--- config.mk ---
export PLATFORM = sky130hd
export DESIGN_NAME = clk_ratio_meter
export DESIGN_NICKNAME = d
export VERILOG_FILES = /design/src/rtl/clk_ratio_meter_pkg.sv /design/src/rtl/clk_ratio_meter_sync_edge_det.sv /design/src/rtl/clk_ratio_meter.sv
export SDC_FILE = /design/constraint.sdc
export NUM_CORES = 1
export LEC_CHECK = 0
export CORE_AREA = 2 2 107 109
export DETAILED_ROUTE_END_ITERATION = 16
export DIE_AREA = 0 0 109 111
export GPL_TIMING_DRIVEN = 1
export PLACE_DENSITY_LB_ADDON = 0.1
export SLEW_MARGIN = 20
export SYNTH_ARGS = -nofsm -noshare
export SYNTH_HDL_FRONTEND = slang
export SYNTH_SLANG_ARGS = --single-unit
--- constraint.sdc ---
create_clock -name clk_in -period 2.55 [get_ports clk_in]
set_input_delay 0.6375 -clock clk_in [delete_from_list [all_inputs] [get_ports clk_in]]
set_output_delay 0.6375 -clock clk_in [all_outputs]
set_load 0.01 [all_outputs]
--- src/rtl/clk_ratio_meter_pkg.sv ---
// Shared definitions for the divided-clock ratio meter: FSM encoding and
// the width of the consecutive-match counter used for lock detection.
package clk_ratio_meter_pkg;

  typedef enum logic [1:0] {
    ST_IDLE    = 2'd0,
    ST_ARM     = 2'd1,
    ST_MEASURE = 2'd2
  } meter_state_t;

  // Consecutive equal-period counter width (LOCK_CNT may be up to 15)
  localparam int MATCH_W = 4;

endpackage

--- src/rtl/clk_ratio_meter_sync_edge_det.sv ---
// Two-flop synchronizer for an asynchronous level, plus a third flop that
// turns the synchronized level into a single-cycle rising-edge pulse.
module sync_edge_det (
  input  logic clk,
  input  logic rst_n,
  input  logic din,
  output logic level,
  output logic rise
);

  logic s1;
  logic s2;
  logic s3;

  // Resample the asynchronous input and keep one extra stage for edge detect
  always_ff @(posedge clk or negedge rst_n) begin
    if (!rst_n) begin
      s1 <= 1'b0;
      s2 <= 1'b0;
      s3 <= 1'b0;
    end else begin
      s1 <= din;
      s2 <= s1;
      s3 <= s2;
    end
  end

  assign level = s2;
  assign rise  = s2 & ~s3;

endmodule

--- src/rtl/clk_ratio_meter.sv ---
// Measures period and high time of a divided clock in clk_in cycles, flags
// near-50% duty, tracks lock on repeated equal periods and missing edges.
module clk_ratio_meter
  import clk_ratio_meter_pkg::*;
#(
  parameter int CNT_W    = 8,
  parameter int TIMEOUT  = 255,
  parameter int LOCK_CNT = 3
) (
  input  logic             clk_in,
  input  logic             rst_n,
  input  logic             div_clk_in,
  input  logic             enable,
  output logic [CNT_W-1:0] period_out,
  output logic [CNT_W-1:0] high_out,
  output logic             meas_valid,
  output logic             duty_ok,
  output logic             locked,
  output logic             timeout
);

  localparam logic [CNT_W-1:0]   CNT_MAX   = '1;
  localparam logic [CNT_W-1:0]   TIMEOUT_V = CNT_W'(TIMEOUT);
  localparam logic [MATCH_W-1:0] MATCH_MAX = '1;
  localparam logic [MATCH_W-1:0] LOCK_TH   = MATCH_W'(LOCK_CNT - 1);

  logic               level;
  logic               rise;
  meter_state_t       state;
  logic [CNT_W-1:0]   per_cnt;
  logic [CNT_W-1:0]   hi_cnt;
  logic [MATCH_W-1:0] match_cnt;
  logic               have_ref;

  logic [CNT_W-1:0]   per_inc;
  logic [CNT_W-1:0]   hi_inc;
  logic [MATCH_W-1:0] match_inc;
  logic [CNT_W:0]     duty_diff;
  logic               duty_pass;
  logic               same_period;

  sync_edge_det u_sync (
    .clk   (clk_in),
    .rst_n (rst_n),
    .din   (div_clk_in),
    .level (level),
    .rise  (rise)
  );

  // Saturating increments: counters stick at all-ones instead of wrapping
  assign per_inc   = (per_cnt == CNT_MAX) ? per_cnt : per_cnt + CNT_W'(1);
  assign hi_inc    = (hi_cnt == CNT_MAX) ? hi_cnt : hi_cnt + CNT_W'(1);
  assign match_inc = (match_cnt == MATCH_MAX) ? match_cnt : match_cnt + MATCH_W'(1);

  // 2*high - period at CNT_W+1 bits; high <= period keeps it in signed range
  assign duty_diff = {hi_cnt, 1'b0} - {1'b0, per_cnt};
  assign duty_pass = (duty_diff == '0) || (duty_diff == (CNT_W+1)'(1)) || (duty_diff == '1);

  // The first period after arming is only a reference and can never match
  assign same_period = have_ref && (per_cnt == period_out);

  // Measurement FSM with all status outputs registered
  always_ff @(posedge clk_in or negedge rst_n) begin
    if (!rst_n) begin
      state      <= ST_IDLE;
      per_cnt    <= '0;
      hi_cnt     <= '0;
      match_cnt  <= '0;
      have_ref   <= 1'b0;
      period_out <= '0;
      high_out   <= '0;
      meas_valid <= 1'b0;
      duty_ok    <= 1'b0;
      locked     <= 1'b0;
      timeout    <= 1'b0;
    end else begin
      meas_valid <= 1'b0;
      if (!enable) begin
        // Reported values and duty_ok hold; status and counters clear
        state     <= ST_IDLE;
        per_cnt   <= '0;
        hi_cnt    <= '0;
        match_cnt <= '0;
        have_ref  <= 1'b0;
        locked    <= 1'b0;
        timeout   <= 1'b0;
      end else begin
        case (state)
          ST_IDLE: begin
            per_cnt   <= '0;
            hi_cnt    <= '0;
            match_cnt <= '0;
            have_ref  <= 1'b0;
            locked    <= 1'b0;
            state     <= ST_ARM;
          end
          ST_ARM: begin
            if (rise) begin
              state   <= ST_MEASURE;
              per_cnt <= CNT_W'(1);
              hi_cnt  <= CNT_W'(level);
              timeout <= 1'b0;
            end else begin
              per_cnt <= per_inc;
              if (per_cnt >= TIMEOUT_V) begin
                timeout <= 1'b1;
              end
            end
          end
          ST_MEASURE: begin
            if (rise) begin
              // A rise always wins over a coincident timeout
              period_out <= per_cnt;
              high_out   <= hi_cnt;
              duty_ok    <= duty_pass;
              meas_valid <= 1'b1;
              per_cnt    <= CNT_W'(1);
              hi_cnt     <= CNT_W'(level);
              timeout    <= 1'b0;
              have_ref   <= 1'b1;
              if (same_period) begin
                match_cnt <= match_inc;
                locked    <= (match_inc >= LOCK_TH);
              end else begin
                match_cnt <= '0;
                locked    <= 1'b0;
              end
            end else if (per_cnt >= TIMEOUT_V) begin
              timeout   <= 1'b1;
              locked    <= 1'b0;
              match_cnt <= '0;
              have_ref  <= 1'b0;
              per_cnt   <= '0;
              hi_cnt    <= '0;
              state     <= ST_ARM;
            end else begin
              per_cnt <= per_inc;
              if (level) begin
                hi_cnt <= hi_inc;
              end
            end
          end
          default: begin
            state <= ST_IDLE;
          end
        endcase
      end
    end
  end

endmodule

### Word-level counts from Yosys, hierarchy flattened

Cells that the tools add are included.
W data, S select, Z words.

* register bits: 46
* input bits: 4
* output and inout bits: 20
* word-level logic and storage cells: 90

* add/subtract/negate cells: 4
* order comparisons: 2
* equal/unequal tests: 18
* multiplexer cells: 39
* bitwise gates (word level): 2
* reduce and logical (&&, ||, !) cells: 11

Operators with widths (count)
* $mux W8: 11
* $pmux W8 S3: 2
* $mux W4: 5
* $add A8 B1 Y8 const B: 2
* $eq A8 B8 Y1 const B: 2
* $mux W1: 13
* $eq A9 B1 Y1 const B: 1
* $eq A9 B9 Y1 const B: 1
* $logic_not A9 Y1: 1
* $ne A3 B3 Y1 const B: 3
* $sub A9 B8 Y9: 1
* $eq A8 B8 Y1: 1
* $ge A8 B8 Y1 const B: 1
* $mux W2: 4
* $pmux W4 S2: 1
* $ne A3 B1 Y1 const B: 2
* $pmux W2 S3: 1
* $reduce_and A3 Y1: 2
* $ne A5 B4 Y1 const B: 1
* $ne A5 B5 Y1 const B: 1
* $add A4 B1 Y4 const B: 1
* $eq A4 B4 Y1 const B: 1
* $ge A4 B2 Y1 const B: 1
* $ne A4 B1 Y1 const B: 1
* 13 further kinds: 16

### Depth between registers and ports, before layout

* depth in word-level cells: 7
* depth in mapped cells: 10
* gate-level depth less buffers: 9

### Modules after synthesis

From an unflattened synthesis, not the netlist that was laid out.

* cells, all modules: 307
* area total of the unflattened synthesis: 2763.9 sq um

Modules (own cells, without submodules)
* clk_ratio_meter: times used 1, cells each 303, area each 2675.1 sq um, sequential area each 1076.0 sq um
* sync_edge_det: times used 1, cells each 4, area each 88.8 sq um, sequential area each 75.1 sq um

### Worst setup path before layout

OpenSTA, ideal clock, no wires.

* kind: register to register
* from: reg per_cnt[3]
* to: reg duty_ok
* setup time: 82 ps
* data arrival time: 2108 ps
* data required time: 2468 ps
* path slack: 360 ps
* stages on the path, launching flop included: 9
* path buffers: 0
* period minus slack after synthesis: 2190 ps
* cell sequence: dfrtp_1 > inv_1 > ha_1 > a21o_1 > or3_4 > o21ai_4 > a211oi_2 > a2111o_1 > a31oi_1

* longest elaborated chain between the ends: 4
* elaborated cells between the ends (all ways): 6
* classes of those cells: add/sub: 1; eq/ne: 2; reduce/logical: 3

RTL lines
* start, declared: line clk_ratio_meter.sv:30 `logic [CNT_W-1:0] per_cnt;`
* start signal, assigned: line clk_ratio_meter.sv:104 `per_cnt <= per_inc;`
* start signal, assigned: line clk_ratio_meter.sv:137 `per_cnt <= per_inc;`
* $sub A9 B8 Y9 *: line clk_ratio_meter.sv:56 `assign duty_diff = {hi_cnt, 1'b0} - {1'b0, per_cnt};`
* $eq A9 B1 Y1 or $logic_not A9 Y1 (tied branches): line clk_ratio_meter.sv:57 `assign duty_pass = (duty_diff == '0) || (duty_diff == (CNT_W+1)'(1)) || (duty_diff == '1);`
* $logic_or A1 B1 Y1: line clk_ratio_meter.sv:57
* $logic_or A1 B1 Y1 *: line clk_ratio_meter.sv:57
* end signal, assigned: line clk_ratio_meter.sv:115 `duty_ok <= duty_pass;`
* end, declared: line clk_ratio_meter.sv:17 `output logic duty_ok,`

Mark *: on every way between the ends. The rest lies on a longest branch, timed or not.
A chain may end at the register's enable or synchronous reset.

### Worst setup path after layout

Same ends and word-level chain as after synthesis.

==> impl_metrics.json <==
{
  "gr-total-overflow": 0,
  "critical_path_class": "flip-flop to flip-flop",
  "rows": 39,
  "post-route-drc-count": 0,
  "fin_nets": 367,
  "crit_slowest_cell": "dfrtp_2",
  "vias_per_cell": 4.67,
  "synth-seq-cells": 46,
  "swShare": 0.300,
  "synthToLayoutAreaGrowth_pct": 26.7,
  "ctsHtreeMaxLevel": 2,
  "drt_iter0_drc": 85,
  "slew-limit-headroom": 0.629,
  "port_buffers": 23,
  "ys_types": 47,
  "cts_tree": "yes",
  "fp.dieW_microns": 109,
  "synth-main-ff-cell": "dfrtp_1",
  "synth-async-reset-ratio": 1.00,
  "dp_cells": 484,
  "ant_nets": 0,
  "dieArea_sq_mm": 0.0121,
  "setup_violations": 0,
  "synth_edf_count": 0,
  "yosys_warnings": 0,
  "cp-start-kind": "flip-flop",
  "crit_path_max_incr_delay_ns": 0.44,
  "worstPathMaxFanout": 5,
  "switchingPower_uw": 704,
  "routedWlPerCell_microns": 14.8,
  "layout_commonest_cell": "nand2_1",
  "grt_pass1_wl_microns": 12500,
  "grt_setup_unrepaired": "no",
  "vias": 2297,
  "critPathRequiredTime_ns": 2.76,
  "path_buf_inv": 1,
  "min_period_over_period": 0.921,
  "endpoint_kind": "flip-flop",
  "power_frac_seq": 0.344,
  "clk_pin_slew_ns": 0.07,
  "root_buffer": "clkbuf_16",
  "post_cts_buffers": 0,
  "syn_area_per_cell_sq_um": 8.71,
  "tightest_slew_ns": 0.551,
  "p_per_area_mw_per_mm2": 688,
  "cp.arrival_ns": 2.56,
  "p_total_uw": 2340,
  "hold_viol": 0,
  "fin_skew_ns": 0.00741,
  "drv_slew": 0,
  "initial_core_util": 0.243,
  "path_delay_family": "compound AO/OA/AOI/OAI gates",
  "grt_use_total": 0.135,
  "drv_cap": 0,
  "vdd_drop_max_mv": 0.260,
  "power_frac_comb": 0.280,
  "gp_congestion": 0.753,
  "status": "finished clean",
  "path_cells": "inv_1 -> ha_1 -> a21o_1 -> or3_4 -> o21ai_4 -> a211oi_2 -> a2111o_1 -> a31oi_1",
  "drt_wl_total_microns": 7310,
  "final_cells": 492,
  "clockBufferDepth": 2,
  "power_frac_clock": 0.376,
  "fp.dieH_microns": 111,
  "cellLeakagePower_uw": 0.00154,
  "drive_above_1_share": 0.0974,
  "synthCells": 309,
  "num_antenna_cells": 0,
  "period_minus_slack_ns": 2.35,
  "antenna_found_initial": 0,
  "setup-tns-final_ns": 0,
  "grt_max_degree": 28,
  "insertion_delay_ns": 0.29,
  "ys_seq_area_frac": 0.428,
  "layout_common_cells": "55 x nand2_1, 45 x dfrtp_1, 29 x o21ai_0",
  "grt_pass1_vias": 2337,
  "cts.sinks": 46,
  "syn_area_sq_mm": 0.00269,
  "hpwl_microns": 5580,
  "max_freq_mhz": 426,
  "hp-class": "input port to asynchronous set/reset pin",
  "first_pass_iters": 4,
  "p_int_uw": 1640,
  "cts_made_buffers": 5,
  "ios": 24,
  "core_sq_mm": 0.0111,
  "synth_nets": 328
}
state kept, by name (all words and copies together) (netlist names):
register / cells
have_ref: 1
match_cnt: 4
u_sync.s1: 1
u_sync.level: 1
meas_valid: 1
period_out: 8
timeout: 1
state: 2
per_cnt: 8
high_out: 8
u_sync.s3: 1
locked: 1
duty_ok: 1
hi_cnt: 8
metal layers:
metal | share of wire | GRT usage | up-vias | wire length (microns)
li1 | - | - | 1161 | -
met1 | 0.51 | 0.194 | 1088 | 3710
met2 | 0.44 | 0.202 | 43 | 3210
met3 | 0.036 | 0.0265 | 5 | 264
met4 | 0.016 | 0.0462 | 0 | 120
met5 | 0 | 0 | - | 0
cell type report:
cell class / count / area, sq um
well taps: 143 / 179
clock buffers: 6 / 139
multi-input cells: 235 / 1430
fillers: 1171 / 7670
repair buffers: 41 / 373
clock inverters: 2 / 60.1
flip-flops and latches: 46 / 1150
inverters: 19 / 71.3
worst register-to-register path, cell delays in order, from the launching register on:
cell      delay (ns)
dfrtp_2         0.44
inv_1           0.13
ha_1            0.30
a21o_1          0.20
or3_4           0.35
o21ai_4         0.18
a211oi_2        0.10
a2111o_1        0.40
a31oi_1         0.16
synthesized netlist by cell type (4+ instances only):
master	instances	area share
and3_1	6	0.014
clkbuf_1	8	0.011
ha_1	15	0.070
nand3_1	10	0.019
o31ai_1	8	0.022
nor2b_1	4	0.0093
inv_1	19	0.027
nand3b_1	5	0.014
o21ai_0	29	0.054
xor2_1	11	0.036
dfrtp_1	46	0.43
nor3_1	6	0.011
nor2_1	21	0.029
nand2_1	55	0.077
a21oi_1	16	0.030
nand2b_1	6	0.014
logic make-up after synthesis:
group | Yosys count | synth area share
adders and majority gates | 15 | 0.0698
buffers and inverters | 28 | 0.0395
muxes | 1 | 0.00372
DFF | 46 | 0.428
AOI/OAI and AO/OA | 78 | 0.187
xor gates and xnor gates | 14 | 0.0456
and+or+nand+nor | 127 | 0.227
what timing repair did:
action                     4_1_cts  5_1_grt
setup endpoints to repair        0        1
hold buffers                     0        0
gates resized for setup          0        1
stage by stage:
| stage | setup slack [ns] | hold WS (ns) | util | instance area [sq um] |
|---|---|---|---|---|
| after CTS | 0.160 | 0.326 | 0.307 | 3410 |
| after global placement | 0.236 | 0.334 | 0.290 | 3210 |
| after global routing | 0.0393 | 0.343 | 0.308 | 3410 |
| after detailed placement | 0.171 | 0.336 | 0.290 | 3210 |
| after floorplan | 0.360 | 0.331 | - | 2690 |
| final | 0.203 | 0.307 | 0.308 | 3410 |
power groups by stage:
| stage | logic (uW) | clock network [uW] | registers [uW] |
|---|---|---|---|
| floorplan | 422 | 0 | 819 |
| global placement | 663 | 0 | 820 |
| detailed placement | 658 | 0 | 819 |
| CTS | 665 | 918 | 806 |
| global route | 740 | 951 | 810 |
| finish | 657 | 881 | 805 |
path summary, 6_finish.rpt:
| path | start | end | slack [ns] | cells past startpoint |
|---|---|---|---|---|
| worst min register to register | u_sync.s1 | u_sync.level | 0.35 | 0 |
| worst max-delay path | per_cnt[3] | duty_ok | 0.20 | 8 |
| worst min-delay path | rst_n | period_out[4] | 0.31 | 1 |
| max in group asynchronous | rst_n | hi_cnt[3] | 1.71 | 2 |
| worst max register to register | per_cnt[3] | duty_ok | 0.20 | 8 |
| min in group clk_in | u_sync.s1 | u_sync.level | 0.35 | 0 |
Note: power is estimated with default switching activity, not from simulation.
